[config.mk]
export PLATFORM = sky130hd
export DESIGN_NAME = hazard_stall_controller_flat
export DESIGN_NICKNAME = d
export VERILOG_FILES = /design/src/rtl/hazard_stall_controller_if.sv /design/src/rtl/hazard_stall_controller.sv /design/src/flat_wrapper.sv
export SDC_FILE = /design/constraint.sdc
export NUM_CORES = 1
export LEC_CHECK = 0
export CORE_ASPECT_RATIO = 1.5
export CORE_MARGIN = 2
export CORE_UTILIZATION = 42
export CTS_BUF_LIST = sky130_fd_sc_hd__clkbuf_4
export DETAILED_ROUTE_END_ITERATION = 12
export HOLD_SLACK_MARGIN = 0.03
export PLACE_DENSITY = 0.78
export SYNTH_ARGS = -nofsm -noshare
export SYNTH_HDL_FRONTEND = slang
export SYNTH_SLANG_ARGS = --single-unit
[constraint.sdc]
create_clock -name clk -period 1.81 [get_ports clk]
set_input_delay 0.181 -clock clk [delete_from_list [all_inputs] [get_ports clk]]
set_output_delay 0.181 -clock clk [all_outputs]
set_load 0.03 [all_outputs]
[src/rtl/hazard_stall_controller_if.sv]
// Hazard controller bundle: ID/EXE hazard
// inputs and pipeline hold/flush controls.
interface hazard_stall_controller_if;
  logic [4:0]  in_IF_ID_Rs_Address;
  logic [4:0]  in_IF_ID_Rt_Address;
  logic        in_Control_Unit_Uses_Rt;
  logic        in_Control_Unit_Is_MulDiv;
  logic        in_Control_Unit_Reads_HiLo;
  logic        in_ID_EXE_Mem_Read;
  logic [4:0]  in_ID_EXE_Rt_Address;
  logic        in_EXE_Branch_Taken;
  logic        out_Stall_Or_Not;
  logic        out_PC_Hold;
  logic        out_IF_ID_Hold;
  logic        out_IF_ID_Flush;
  logic        out_MulDiv_Busy;
  logic [7:0]  out_MulDiv_Count;
  logic [15:0] out_Stall_Count;

  modport master (
    output in_IF_ID_Rs_Address,
    output in_IF_ID_Rt_Address,
    output in_Control_Unit_Uses_Rt,
    output in_Control_Unit_Is_MulDiv,
    output in_Control_Unit_Reads_HiLo,
    output in_ID_EXE_Mem_Read,
    output in_ID_EXE_Rt_Address,
    output in_EXE_Branch_Taken,
    input  out_Stall_Or_Not,
    input  out_PC_Hold,
    input  out_IF_ID_Hold,
    input  out_IF_ID_Flush,
    input  out_MulDiv_Busy,
    input  out_MulDiv_Count,
    input  out_Stall_Count
  );

  modport slave (
    input  in_IF_ID_Rs_Address,
    input  in_IF_ID_Rt_Address,
    input  in_Control_Unit_Uses_Rt,
    input  in_Control_Unit_Is_MulDiv,
    input  in_Control_Unit_Reads_HiLo,
    input  in_ID_EXE_Mem_Read,
    input  in_ID_EXE_Rt_Address,
    input  in_EXE_Branch_Taken,
    output out_Stall_Or_Not,
    output out_PC_Hold,
    output out_IF_ID_Hold,
    output out_IF_ID_Flush,
    output out_MulDiv_Busy,
    output out_MulDiv_Count,
    output out_Stall_Count
  );
endinterface

[src/rtl/hazard_stall_controller.sv]
// Load-use, HI/LO and branch-flush sequencing
// for the 5-stage core; state moves on negedge.
module hazard_stall_controller #(
  parameter int unsigned MULDIV_CYCLES = 8
) (
  input  logic                        clk,
  input  logic                        rst,
  hazard_stall_controller_if.slave    bus
);

  typedef enum logic {
    RUN,
    MD_BUSY
  } state_t;

  state_t      state_q, state_d;
  logic [7:0]  cnt_q, cnt_d;
  logic [15:0] scnt_q;
  logic        lu, md, fl;
  logic        stall, hz;

  // Hazard detection from current ID/EXE contents
  always_comb begin
    lu = bus.in_ID_EXE_Mem_Read
      && (bus.in_ID_EXE_Rt_Address != 5'd0)
      && ((bus.in_ID_EXE_Rt_Address
           == bus.in_IF_ID_Rs_Address)
       || (bus.in_Control_Unit_Uses_Rt
           && bus.in_ID_EXE_Rt_Address
              == bus.in_IF_ID_Rt_Address));
    md = (state_q == MD_BUSY)
      && (bus.in_Control_Unit_Reads_HiLo
       || bus.in_Control_Unit_Is_MulDiv);
    fl = bus.in_EXE_Branch_Taken;
    hz = lu || md;
  end

  // Pipeline controls; flush beats any hazard
  always_comb begin
    stall               = 1'b0;
    bus.out_PC_Hold     = 1'b0;
    bus.out_IF_ID_Hold  = 1'b0;
    bus.out_IF_ID_Flush = 1'b0;
    if (rst || fl) begin
      stall               = 1'b1;
      bus.out_IF_ID_Flush = 1'b1;
    end else if (hz) begin
      stall              = 1'b1;
      bus.out_PC_Hold    = 1'b1;
      bus.out_IF_ID_Hold = 1'b1;
    end
    bus.out_Stall_Or_Not = stall;
  end

  // Mult/div busy tracking; only an issued op starts
  always_comb begin
    state_d = state_q;
    cnt_d   = cnt_q;
    unique case (state_q)
      RUN: begin
        if (bus.in_Control_Unit_Is_MulDiv
            && !stall) begin
          state_d = MD_BUSY;
          cnt_d   = 8'(MULDIV_CYCLES);
        end
      end
      MD_BUSY: begin
        cnt_d = cnt_q - 8'd1;
        if (cnt_q == 8'd1) state_d = RUN;
      end
      default: state_d = RUN;
    endcase
  end

  // State, busy count and saturating stall counter
  always_ff @(negedge clk) begin
    if (rst) begin
      state_q <= RUN;
      cnt_q   <= 8'd0;
      scnt_q  <= 16'd0;
    end else begin
      state_q <= state_d;
      cnt_q   <= cnt_d;
      if (hz && !fl && scnt_q != 16'hFFFF)
        scnt_q <= scnt_q + 16'd1;
    end
  end

  assign bus.out_MulDiv_Busy  = (state_q == MD_BUSY);
  assign bus.out_MulDiv_Count = cnt_q;
  assign bus.out_Stall_Count  = scnt_q;

endmodule

[src/flat_wrapper.sv]
// flat-port wrapper written by rule: the top's interface ports become plain ports
module hazard_stall_controller_flat 
#(
  parameter int unsigned MULDIV_CYCLES = 8
)
  (clk, rst, bus_in_IF_ID_Rs_Address, bus_in_IF_ID_Rt_Address, bus_in_Control_Unit_Uses_Rt, bus_in_Control_Unit_Is_MulDiv, bus_in_Control_Unit_Reads_HiLo, bus_in_ID_EXE_Mem_Read, bus_in_ID_EXE_Rt_Address, bus_in_EXE_Branch_Taken, bus_out_Stall_Or_Not, bus_out_PC_Hold, bus_out_IF_ID_Hold, bus_out_IF_ID_Flush, bus_out_MulDiv_Busy, bus_out_MulDiv_Count, bus_out_Stall_Count);
  hazard_stall_controller_if bus_i ();
  input  logic clk;
  input  logic rst;
  input wire logic [$bits(bus_i.in_IF_ID_Rs_Address)-1:0] bus_in_IF_ID_Rs_Address;
  input wire logic [$bits(bus_i.in_IF_ID_Rt_Address)-1:0] bus_in_IF_ID_Rt_Address;
  input wire logic [$bits(bus_i.in_Control_Unit_Uses_Rt)-1:0] bus_in_Control_Unit_Uses_Rt;
  input wire logic [$bits(bus_i.in_Control_Unit_Is_MulDiv)-1:0] bus_in_Control_Unit_Is_MulDiv;
  input wire logic [$bits(bus_i.in_Control_Unit_Reads_HiLo)-1:0] bus_in_Control_Unit_Reads_HiLo;
  input wire logic [$bits(bus_i.in_ID_EXE_Mem_Read)-1:0] bus_in_ID_EXE_Mem_Read;
  input wire logic [$bits(bus_i.in_ID_EXE_Rt_Address)-1:0] bus_in_ID_EXE_Rt_Address;
  input wire logic [$bits(bus_i.in_EXE_Branch_Taken)-1:0] bus_in_EXE_Branch_Taken;
  output wire logic [$bits(bus_i.out_Stall_Or_Not)-1:0] bus_out_Stall_Or_Not;
  output wire logic [$bits(bus_i.out_PC_Hold)-1:0] bus_out_PC_Hold;
  output wire logic [$bits(bus_i.out_IF_ID_Hold)-1:0] bus_out_IF_ID_Hold;
  output wire logic [$bits(bus_i.out_IF_ID_Flush)-1:0] bus_out_IF_ID_Flush;
  output wire logic [$bits(bus_i.out_MulDiv_Busy)-1:0] bus_out_MulDiv_Busy;
  output wire logic [$bits(bus_i.out_MulDiv_Count)-1:0] bus_out_MulDiv_Count;
  output wire logic [$bits(bus_i.out_Stall_Count)-1:0] bus_out_Stall_Count;
  assign bus_i.in_IF_ID_Rs_Address = bus_in_IF_ID_Rs_Address;
  assign bus_i.in_IF_ID_Rt_Address = bus_in_IF_ID_Rt_Address;
  assign bus_i.in_Control_Unit_Uses_Rt = bus_in_Control_Unit_Uses_Rt;
  assign bus_i.in_Control_Unit_Is_MulDiv = bus_in_Control_Unit_Is_MulDiv;
  assign bus_i.in_Control_Unit_Reads_HiLo = bus_in_Control_Unit_Reads_HiLo;
  assign bus_i.in_ID_EXE_Mem_Read = bus_in_ID_EXE_Mem_Read;
  assign bus_i.in_ID_EXE_Rt_Address = bus_in_ID_EXE_Rt_Address;
  assign bus_i.in_EXE_Branch_Taken = bus_in_EXE_Branch_Taken;
  assign bus_out_Stall_Or_Not = bus_i.out_Stall_Or_Not;
  assign bus_out_PC_Hold = bus_i.out_PC_Hold;
  assign bus_out_IF_ID_Hold = bus_i.out_IF_ID_Hold;
  assign bus_out_IF_ID_Flush = bus_i.out_IF_ID_Flush;
  assign bus_out_MulDiv_Busy = bus_i.out_MulDiv_Busy;
  assign bus_out_MulDiv_Count = bus_i.out_MulDiv_Count;
  assign bus_out_Stall_Count = bus_i.out_Stall_Count;
  hazard_stall_controller #(.MULDIV_CYCLES(MULDIV_CYCLES)) u_core (.clk(clk), .rst(rst), .bus(bus_i));
endmodule
**Yosys cells after proc, flatten, opt, wreduce, memory -nomap -nowiden**

Cells that the tools add are included.

- Bits in latches: 0
- Word-level logic and storage cells: 34
- Bits in read-only memories: 0
- Output and inout bits: 29
- Flip-flop bits (word level): 25
- Memories: 0
- Memory bits (writable): 0
- Input port bits: 22

- Reductions and logical operators: 14
- Equal/unequal tests: 5
- Divide/modulo/power cells: 0
- Shifts and indexed selects: 0
- Bitwise logic cells: 1
- Multiply operators: 0
- $add $sub $neg: 2
- $lt $le $gt $ge: 0
- Mux-type cells: 9

Operators with widths:

| kind | count |
|---|---|
| adder 16 x 1 -> 16 bit, second input constant | 1 |
| != test 16 bit, second input constant | 1 |
| case mux 8 bit (2 select lines) | 1 |
| == test 5 bit | 2 |
| == test 8 x 1 -> 1 bit, second input constant | 1 |
| two-way mux 8 bit | 1 |
| subtractor 8 x 1 -> 8 bit, second input constant | 1 |
| logical AND 1 bit | 7 |
| two-way mux 1 bit | 6 |
| nonzero test 5 bit | 1 |
| logical OR 1 bit | 4 |
| zero test 1 bit | 2 |
| != test 2 x 1 -> 1 bit, second input constant | 1 |
| case mux 1 bit (2 select lines) | 1 |
| NOT 1 bit | 1 |

**Depth between registers and ports, before layout**

- Word-level depth: 11
- Gate-level depth with buffers: 8

==> impl_summary.txt <==
----------------------------------------------------
[Detailed routing]
  Post-DRT Antenna Nets ... 0
  Vias/cell ... between 6 and 7
  Average wire length per cell after detail routing ... ~24 um
  First DRT Iteration DRCs ... 269
  Length of the first detailed-routing pass in iterations ... 7
  DRC Markers ... 0
  Routed via count ... 2441
  Aggregate routed wire length ... 9100 um

[Setup path]
  Series of cell instances along the critical path ... dlygate4sd2_1 -> xor2_1 -> nor2_1 -> a32oi_2 -> buf_4 -> o21a_4 -> buf_6 -> buf_6 -> o31ai_4 -> a21oi_1
  Worst path bufs/invs ... 4
  Required time of the critical path ... 1210 ps
  Reg2Reg Capture Point ... u_core.bus.out_Stall_Count[7]
  Highest net fanout along the worst path ... 5
  Worst Path Class, Setup ... input pin to flip-flop
  CP max stage delay ... 240 ps
  Cell with the largest stage delay on the worst path ... dlygate4sd2_1
  Critical path startpoint category ... input pin
  Cell family with most CP delay ... buffers and inverters
  Crit end category ... flip-flop
  Worst Path Arrival ... around 2000 ps
  Depth of the most critical reg-to-reg path ... 8
  Worst reg-to-reg setup slack ... -450 ps
  Reg-to-reg critical path startpoint ... u_core.bus.out_Stall_Count[2]
  Most frequent cell on the critical path ... buf_6

[STA]
  Slew at the pin closest to its max-slew limit ... between 500 and 600 ps
  RSZ-0062 raised after global routing ... true
  Setup slack of the critical path after layout ... -755 ps
  Final number of setup-violating endpoints ... 53
  Final worst clock skew ... 57.6 ps
  Slew Limit Headroom ... between 60% and 70%
  Worst Hold Margin ... 575 ps
  Max-slew violation count ... 0
  Number of hold violations in the final report ... 0

[Cells and area]
  Fin nets ... 360
  Area used by multi-input combinational logic ... 0.00125 sq mm
  Fin area ... 0.00326 sq mm
  Relative area change from synthesis to final layout ... 116%
  Share of layout cells above drive strength 1 ... a little over 60%
  Fillers ... 85
  FF+latch area ... approximately 540 sq um
  End-of-flow core utilization ... 95.4%
  Number of antenna diodes ... 0

[CTS]
  TritonCTS clock tree ... done
  Clock buffer count from CTS ... 3
  CTS H-tree depth ... 1
  Root Buffer ... clkbuf_4
  Clock Tree Buf Depth ... 2
  Clock Pin Slew Worst Setup and Hold Paths ... 60 ps
  Sink count of the clock tree ... 25
  Later-pin clock latency in the skew report ... 470 ps

[Logic synthesis]
  Post-Syn Area per Cell ... 8.47 sq um
  Synth cell count leaders ... 25 x dfxtp_1, 18 x nor2_1, 16 x a21oi_1
  Post-synthesis instance area ... 0.00151 sq mm
  Synthesized netlist net count ... 203
  Largest area contributor in the synthesized netlist ... dfxtp_1
  Mapped Cells ... between 150 and 200
  Most repeated cell in the gate-level netlist after synthesis ... dfxtp_1
  Ranking of synthesized cells by area ... dfxtp_1 33%, xor2_1 6.4%, a21oi_1 5.3%
  Register bit count reported by yosys ... 25
  Top_reg_cell synth ... dfxtp_1
  Post-synth EDFFs ... 0
  Post-synth ARST share ... 0%
  Proportion of netlist area held by the largest area contributor ... approximately a third
  Number of distinct library cells after synthesis ... 40
  Sequential share of the synthesized area ... 33.2%
  Ys Warns ... 0

[Global routing]
  Number of global-route vias before repair ... between 2000 and 2500
  Largest net degree at the start of global routing ... 15
  Residual overflow from global routing ... 0
  Wire length of the first global-routing pass ... roughly 11000 um
  Initial antenna violation count ... 0
  Global-route usage over all layers ... 34.6%

[Power and ir drop]
  Cell leakage power ... about 1.4 nW
  Power density of the placed cells ... 580 mW/mm^2
  Power after layout ... roughly 0.0019 W
  Worst vdd rail ir drop ... 0.000835 V

[Placed design]
  Total of buffers placed on input and output ports ... 50
  Placement Cell Area ... 0.00233 sq mm
  Gp weighted congestion ... between 0.8 and 0.9
  Estimated wirelength of the detail-placed design ... 3350 um
  Pre-CTS WS ... -1470 ps

[Run status]
  Status ... finished with violations
  Failing checks ... setup timing

[Worst hold path]
  Worst min-delay path category ... flip-flop to flip-flop
  Worst hold start ... u_core.bus.out_MulDiv_Count[2]
  End of the worst hold path ... u_core.bus.out_MulDiv_Count[2]
  Number of cells on the worst hold path ... 2

[Die]
  Row Count ... 26
  Initial Utilization ... 44.1%
  Vert. Die Dim ... around 77 um
  Floorplan die width ... 52.9 um
  Ports placed on the boundary ... 51
  Placeable Area ... 0.00342 sq mm
  Floorplan die area ... 0.00409 sq mm

[Flow run]
  Number of max-cap violations ... 0

----------------------------------------------------
state kept, by name (all words and copies together), names as in the netlist:
register and cells:
u_core.bus.out_MulDiv_Busy 1, u_core.bus.out_MulDiv_Count 8, u_core.bus.out_Stall_Count 16
final cells by class:
class	count	share of cell area [%]
sequential	25	16.6
clock buffer	3	0.691
timing repair buffer	134	38.2
clock inverter	26	3.80
inverter	7	0.806
tap	42	1.61
multi-input combinational	139	38.3
logic make-up after synthesis:
logic type	synth area share, %
AOI/OAI and AO/OA	20.5
DFF	33.2
buffers and inverters	5.97
xor gates and xnor gates	8.13
and+or+nand+nor	27.2
adders and majority gates	2.49
muxes	2.49
worst max-delay path by stage:
stage	startpoint	depth (start not counted)	end
5_1_grt	bus_in_IF_ID_Rt_Address[1]	7	u_core.bus.out_Stall_Count[3]
4_1_cts	bus_in_IF_ID_Rt_Address[2]	7	u_core.bus.out_Stall_Count[3]
3_5_place_dp	bus_in_ID_EXE_Rt_Address[0]	7	u_core.bus.out_Stall_Count[3]
2_1_floorplan	bus_in_ID_EXE_Rt_Address[0]	7	u_core.bus.out_Stall_Count[15]
3_3_place_gp	bus_in_ID_EXE_Rt_Address[0]	7	u_core.bus.out_Stall_Count[3]
6_report	bus_in_IF_ID_Rs_Address[2]	10	u_core.bus.out_Stall_Count[10]
cell usage in the layout (no fill, tap or decap), types with 6 or more instances in the layout:
| cell type | instances |
|---|---|
| nor2_1 | 14 |
| clkdlybuf4s50_1 | 6 |
| dfxtp_2 | 21 |
| nand2_1 | 10 |
| buf_6 | 60 |
| buf_4 | 58 |
| xor2_1 | 9 |
| a21oi_2 | 7 |
| dlygate4sd2_1 | 6 |
| inv_1 | 31 |
| a21oi_1 | 8 |
power by group:
group / internal, W / switching (W) / leakage, nW / total, W
clock network: 0.000296 / 0.000454 / 0.161 / 0.000749
logic: 0.000252 / 0.000300 / 1.03 / 0.000552
registers: 0.000569 / 0.0000188 / 0.216 / 0.000588
total: 0.00112 / 0.000773 / 1.41 / 0.00189
routing by layer:
| layer | routed length (um) | track usage [%] |
|---|---|---|
| met5 | 0 | 0 |
| met4 | 811 | 22.3 |
| met3 | 835 | 12.3 |
| met2 | 4590 | 61.5 |
| met1 | 2860 | 31.2 |
worst register-to-register path: cells and delay by family, from the launching register on:
| kind | cells | cell delay [ps] |
|---|---|---|
| compound gates | 2 | 280 |
| buf+inv | 3 | 420 |
| flops | 1 | 350 |
| simple gates | 3 | 1110 |
through the flow:
| stage | std cells | setup TNS (ps) |
|---|---|---|
| 2_1_floorplan | 178 | -18180 |
| 3_3_place_gp | 309 | -33040 |
| 3_5_place_dp | 309 | -34690 |
| 4_1_cts | 363 | -21520 |
| 5_1_grt | 376 | -26530 |
| 6_report | 376 | -24680 |
repair_timing:
| action | in CTS | in global routing |
|---|---|---|
| gates resized for setup | 130 | 51 |
| hold buffers | 0 | 0 |
| gates cloned | 3 | 0 |
| endpoints found under the setup margin | 53 | 53 |
| hold endpoints to repair | 0 | 0 |
| buffers inserted | 23 | 14 |
| pin swaps | 40 | 22 |
No activity file was read; power rests on OpenSTA's default activity.
